## config.mk

```make
export PLATFORM = sky130hd
export DESIGN_NAME = operand_fwd_stage
export DESIGN_NICKNAME = d
export VERILOG_FILES = /design/src/rtl/operand_fwd_stage.sv
export SDC_FILE = /design/constraint.sdc
export NUM_CORES = 1
export LEC_CHECK = 0
export ABC_AREA = 0
export CAP_MARGIN = 5
export CORE_MARGIN = 4
export CORE_UTILIZATION = 40
export DETAILED_ROUTE_END_ITERATION = 10
export PLACE_DENSITY = 0.75
export SYNTH_ARGS = -nofsm -noshare
export SYNTH_HDL_FRONTEND = slang
export SYNTH_SLANG_ARGS = --single-unit
export TNS_END_PERCENT = 30
```

## constraint.sdc

```tcl
create_clock -name clk -period 7.25 [get_ports clk]
set_input_delay 1.45 -clock clk [delete_from_list [all_inputs] [get_ports clk]]
set_output_delay 1.45 -clock clk [all_outputs]
set_load 0.02 [all_outputs]
```

## src/rtl/operand_fwd_stage.sv

```systemverilog
// Registered ALU operand select: picks each operand from regfile, immediate, PC or the
// youngest matching in-flight result, and stalls decode on load-use hazards.

module operand_fwd_sel #(
  parameter int W    = 24,
  parameter int AW   = 4,
  parameter int NFWD = 2
) (
  input  logic [AW-1:0]      i_rs,
  input  logic [W-1:0]       i_rd,
  input  logic [NFWD-1:0]    i_fwd_valid,
  input  logic [NFWD*AW-1:0] i_fwd_addr,
  input  logic [NFWD*W-1:0]  i_fwd_data,
  output logic [W-1:0]       o_val
);
  // Scan oldest to youngest so the lowest matching index is the one that sticks.
  always_comb begin
    o_val = i_rd;
    for (int k = NFWD - 1; k >= 0; k--) begin
      if (i_rs != '0 && i_fwd_valid[k] && i_fwd_addr[k*AW +: AW] == i_rs)
        o_val = i_fwd_data[k*W +: W];
    end
  end
endmodule

module operand_fwd_stage #(
  parameter int W        = 24,
  parameter int AW       = 4,
  parameter int NFWD     = 2,
  parameter int LOAD_LAT = 2
) (
  input  logic               clk,
  input  logic               rst_n,
  input  logic               flush,
  input  logic               in_valid,
  output logic               in_ready,
  input  logic [AW-1:0]      in_rs1,
  input  logic [AW-1:0]      in_rs2,
  input  logic [AW-1:0]      in_rs3,
  input  logic [W-1:0]       in_rd1,
  input  logic [W-1:0]       in_rd2,
  input  logic [W-1:0]       in_rd3,
  input  logic [W-1:0]       in_imm,
  input  logic [W-1:0]       in_pc,
  input  logic               in_imm_src,
  input  logic               in_branch,
  input  logic               in_wr,
  input  logic [AW-1:0]      in_rd,
  input  logic               in_is_load,
  input  logic [NFWD-1:0]    fwd_valid,
  input  logic [NFWD*AW-1:0] fwd_addr,
  input  logic [NFWD*W-1:0]  fwd_data,
  output logic               out_valid,
  input  logic               out_ready,
  output logic [W-1:0]       out_op1,
  output logic [W-1:0]       out_op2,
  output logic [W-1:0]       out_op3,
  output logic               out_wr,
  output logic [AW-1:0]      out_rd,
  output logic               out_is_load,
  output logic [15:0]        stall_cnt
);
  localparam int CW = (LOAD_LAT < 1) ? 1 : $clog2(LOAD_LAT + 1);

  logic               r_out_valid;
  logic [W-1:0]       r_op1, r_op2, r_op3;
  logic               r_out_wr, r_out_is_load;
  logic [AW-1:0]      r_out_rd;
  logic [AW-1:0]      r_pend_rd;
  logic [CW-1:0]      r_pend_cnt;
  logic [15:0]        r_stall_cnt;

  logic [2:0][AW-1:0] w_rs;
  logic [2:0][W-1:0]  w_rf;
  logic [2:0][W-1:0]  w_fv;
  logic [2:0]         w_used;
  logic [2:0]         w_haz;
  logic               w_hazard, w_ready, w_accept, w_handoff;

  assign w_rs   = {in_rs3, in_rs2, in_rs1};
  assign w_rf   = {in_rd3, in_rd2, in_rd1};
  assign w_used = {1'b1, !in_imm_src, !in_branch};

  for (genvar g = 0; g < 3; g++) begin : g_src
    operand_fwd_sel #(.W(W), .AW(AW), .NFWD(NFWD)) u_sel (
      .i_rs        (w_rs[g]),
      .i_rd        (w_rf[g]),
      .i_fwd_valid (fwd_valid),
      .i_fwd_addr  (fwd_addr),
      .i_fwd_data  (fwd_data),
      .o_val       (w_fv[g])
    );
    // A load still in the output register, or one whose result is not yet on a forward bus.
    assign w_haz[g] = w_used[g] && (w_rs[g] != '0) &&
                      ((r_out_valid && r_out_wr && r_out_is_load && r_out_rd == w_rs[g]) ||
                       ((r_pend_cnt != '0) && r_pend_rd == w_rs[g]));
  end

  assign w_hazard  = |w_haz;
  assign w_ready   = !flush && !w_hazard && (!r_out_valid || out_ready);
  assign w_accept  = in_valid && w_ready;
  assign w_handoff = r_out_valid && out_ready;

  always_ff @(posedge clk) begin
    if (!rst_n) begin
      r_out_valid   <= 1'b0;
      r_op1         <= '0;
      r_op2         <= '0;
      r_op3         <= '0;
      r_out_wr      <= 1'b0;
      r_out_rd      <= '0;
      r_out_is_load <= 1'b0;
      r_pend_rd     <= '0;
      r_pend_cnt    <= '0;
      r_stall_cnt   <= '0;
    end else begin
      if (in_valid && w_hazard && !flush && r_stall_cnt != 16'hFFFF)
        r_stall_cnt <= r_stall_cnt + 16'd1;
      if (flush) begin
        r_out_valid <= 1'b0;
        r_pend_cnt  <= '0;
      end else begin
        if (w_accept) begin
          r_out_valid   <= 1'b1;
          r_op1         <= in_branch  ? in_pc  : w_fv[0];
          r_op2         <= in_imm_src ? in_imm : w_fv[1];
          r_op3         <= w_fv[2];
          r_out_wr      <= in_wr;
          r_out_rd      <= in_rd;
          r_out_is_load <= in_is_load;
        end else if (out_ready) begin
          r_out_valid <= 1'b0;
        end
        if (w_handoff && r_out_wr && r_out_is_load) begin
          r_pend_rd  <= r_out_rd;
          r_pend_cnt <= CW'(LOAD_LAT);
        end else if (r_pend_cnt != '0) begin
          r_pend_cnt <= r_pend_cnt - 1'b1;
        end
      end
    end
  end

  assign in_ready    = w_ready;
  assign out_valid   = r_out_valid;
  assign out_op1     = r_op1;
  assign out_op2     = r_op2;
  assign out_op3     = r_op3;
  assign out_wr      = r_out_wr;
  assign out_rd      = r_out_rd;
  assign out_is_load = r_out_is_load;
  assign stall_cnt   = r_stall_cnt;
endmodule

```

==> impl_metrics.tcl <==
set metrics [dict create \
    routed_wl_um 26370 \
    cts.sinks 101 \
    yosysSeqAreaShare_pct 32.99 \
    multi_input_area_mm2 0.003775 \
    fill_cells 1371 \
    area.growth.synth_to_final_pct 53.72 \
    grt_max_degree 72 \
    timing.reg2reg.setup_slack_ps 3820 \
    dieWidth_um 131.8 \
    endpoint "in_ready" \
    num_vias 7212 \
    grt_setup_unrepaired "no" \
    nets 1282 \
    grt_use_total_pct 29.04 \
    die_height_um 131.8 \
    dpl.hpwl_um 19270 \
    setup_viol 0 \
    synth_top_area_share_pct 32.99 \
    rows 44 \
    ys.flop_type "dfxtp_1" \
    synthDistinctLibCells 41 \
    drt-initial-drc-count 532 \
    synthArstFlopShare_pct 0 \
    grt_pass1_vias 6772 \
    critPathTopFamily "simple AND/OR/NAND/NOR gates" \
    remaining_drc_errors 0 \
    ir_drop_v 0.00009728 \
    reg2reg_from "out_rd[1]$_SDFFE_PN0P_" \
    power.total_mw 1.551 \
    cp-startpoint "in_rs3[0]" \
    gp_congestion 0.9386 \
    max-slew-margin-rel_pct 23.43 \
    cpPeakStageDelay_ps 750 \
    yosysMostFrequentCell "nand2_1" \
    drv_slew 0 \
    syn_area_mm2 0.006128 \
    post_cts_buffers 0 \
    finClkSkew_ps 10.47 \
    coreArea_mm2 0.01475 \
    crit_chain "clkdlybuf4s50_1, nor4_1, nor4_1, nand2_1, o31a_1, nand2_1, nor2_1, clkdlybuf4s50_1" \
    port_buffers 298 \
    worst_pin_slew_ps 1149 \
    syn_inst 847 \
    end_kind "output pin" \
    cp-start-kind "input pin" \
    postCtsHoldBufs 0 \
    crit_fanout 5 \
    numCtsBuffers 9 \
    tritoncts "built" \
    path_depth 8 \
    rr_worst_depth 7 \
    syn-num-nets 1051 \
    fin_crit_ps 5440 \
    start_util_pct 41.54 \
    viasPerCell 5.683 \
    ys_warn_count 0 \
    ys_top_cells_by_count "nand2_1, nor2_1, dfxtp_1, a21oi_1, clkbuf_1" \
    ant_nets 0 \
    cp_data_arrival_time_ps 3990 \
    crit_type "input pin to output pin" \
    gr-total-overflow 0 \
    worstPathRequired_ps 5800 \
    placed_cell_area_mm2 0.009082 \
    synthTopCellsByArea "dfxtp_1, nand2_1, nor2_1" \
    critPathBufInv 2 \
    ys_seq_elements 101 \
    htreeDepth 3 \
    power_density_mw_per_mm2 164.7 \
    avgSynthCellArea_um2 7.235 \
    status "complete, no violations" \
    r2r-end "out_op3[22]$_SDFFE_PN0P_" \
    clk_latency_ps 360 \
    first_pass_iters 5 \
    pre_cts_ws_ps 1776 \
    seq_area_mm2 0.002022 \
    synth-edff-count 0 \
    timing.final.hold_violations 0 \
    yosysTopAreaCell "dfxtp_1" \
    min_path_type "register to register" \
    ioPinCount 299 \
    max_freq_mhz 183.8 \
    hold_depth 1 \
    slowest_stage "nor4_1" \
    antenna_found_initial 2 \
    grt_first_pass_wirelength_um 40230 \
    die_area_mm2 0.01736 \
    leakage_nw 3.321 \
    setup_tns_ps 0 \
    design_area_mm2 0.009420 \
    post_drt_wl_per_cell_um 20.78 \
    max-cap-violations 0 \
    clk_pin_slew_ps 70 \
    cts-root-buf "clkbuf_16" \
    worst_slack_ps 1810 \
    ctsResizeCount 0 \
    period_share_pct 75.03 \
    drive_above_1_share_pct 2.955 \
    clockBufferDepth 2 \
]
[cell usage in the layout (no fill, tap or decap), drive strengths merged, types with 24 or more instances in the layout]
cell             n
nor2           138
mux2i           31
o22ai           24
a21oi           89
a211oi          48
xor2            24
a311oi          48
dfxtp          101
nand2          139
clkdlybuf4s50  296
[registers in the layout (all words and copies together), names as in the netlist]
name,flops
out_wr,1
out_op3,24
out_rd,4
r_pend_cnt,2
out_op1,24
out_op2,24
r_pend_rd,4
stall_cnt,16
out_is_load,1
out_valid,1
[worst min path at each step]
stage                                  to  slack (ps)                       start
2_1_floorplan  r_pend_cnt[0]$_SDFFE_PP0P_         420  r_pend_cnt[0]$_SDFFE_PP0P_
3_3_place_gp   r_pend_cnt[0]$_SDFFE_PP0P_         430  r_pend_cnt[0]$_SDFFE_PP0P_
3_5_place_dp   r_pend_cnt[0]$_SDFFE_PP0P_         440  r_pend_cnt[0]$_SDFFE_PP0P_
4_1_cts        r_pend_cnt[0]$_SDFFE_PP0P_         450  r_pend_cnt[0]$_SDFFE_PP0P_
5_1_grt        r_pend_cnt[0]$_SDFFE_PP0P_         460  r_pend_cnt[0]$_SDFFE_PP0P_
6_report       r_pend_cnt[0]$_SDFFE_PP0P_         450  r_pend_cnt[0]$_SDFFE_PP0P_
[per-stage QoR]
stage	util [%]	instances	hold WS [ps]
after CTS	63.81	1267	446.0
after floorplan	-	847	422.0
final	63.85	1269	451.3
after global placement	61.56	1251	429.4
after global routing	63.85	1269	464.1
after detailed placement	61.56	1251	436.4
[power breakdown]
part,total (mW),switching (mW),internal [mW],leakage (nW)
Combinational,0.401,0.196,0.205,2.33
Sequential,0.599,0.0170,0.582,0.826
Clock,0.551,0.235,0.316,0.165
[area by class of cell]
class                      count  area share (%)
inverter                       8          0.3188
tap                          184           2.444
clock inverter                 6          0.9961
sequential                   101           21.46
clock buffer                  10           2.537
antenna                        2         0.05313
timing repair buffer         305           32.12
multi-input combinational    653           40.07
[layer usage]
| layer | track usage (%) | vias up | wire length [µm] |
|---|---|---|---|
| met5 | 0 | - | 0 |
| met4 | 11.61 | 0 | 871 |
| met3 | 7.786 | 54 | 2067 |
| met2 | 47.42 | 310 | 12370 |
| met1 | 36.56 | 3362 | 11070 |
| li1 | - | 3486 | - |
[kinds of logic (layout without fill, tap and decap cells)]
family	Yosys count	after routing	synth area share, %
AO/OA/AOI/OAI	235	235	25.42
XOR/XNOR	47	47	6.839
adder cells (fa/ha/maj)	1	1	0.2041
buffers and inverters	93	329	6.145
flip-flops	101	101	32.99
multiplexers	31	31	5.063
other	0	2	0
AND/OR/NAND/NOR	339	339	23.34
Power figures use the tool's default switching activity.
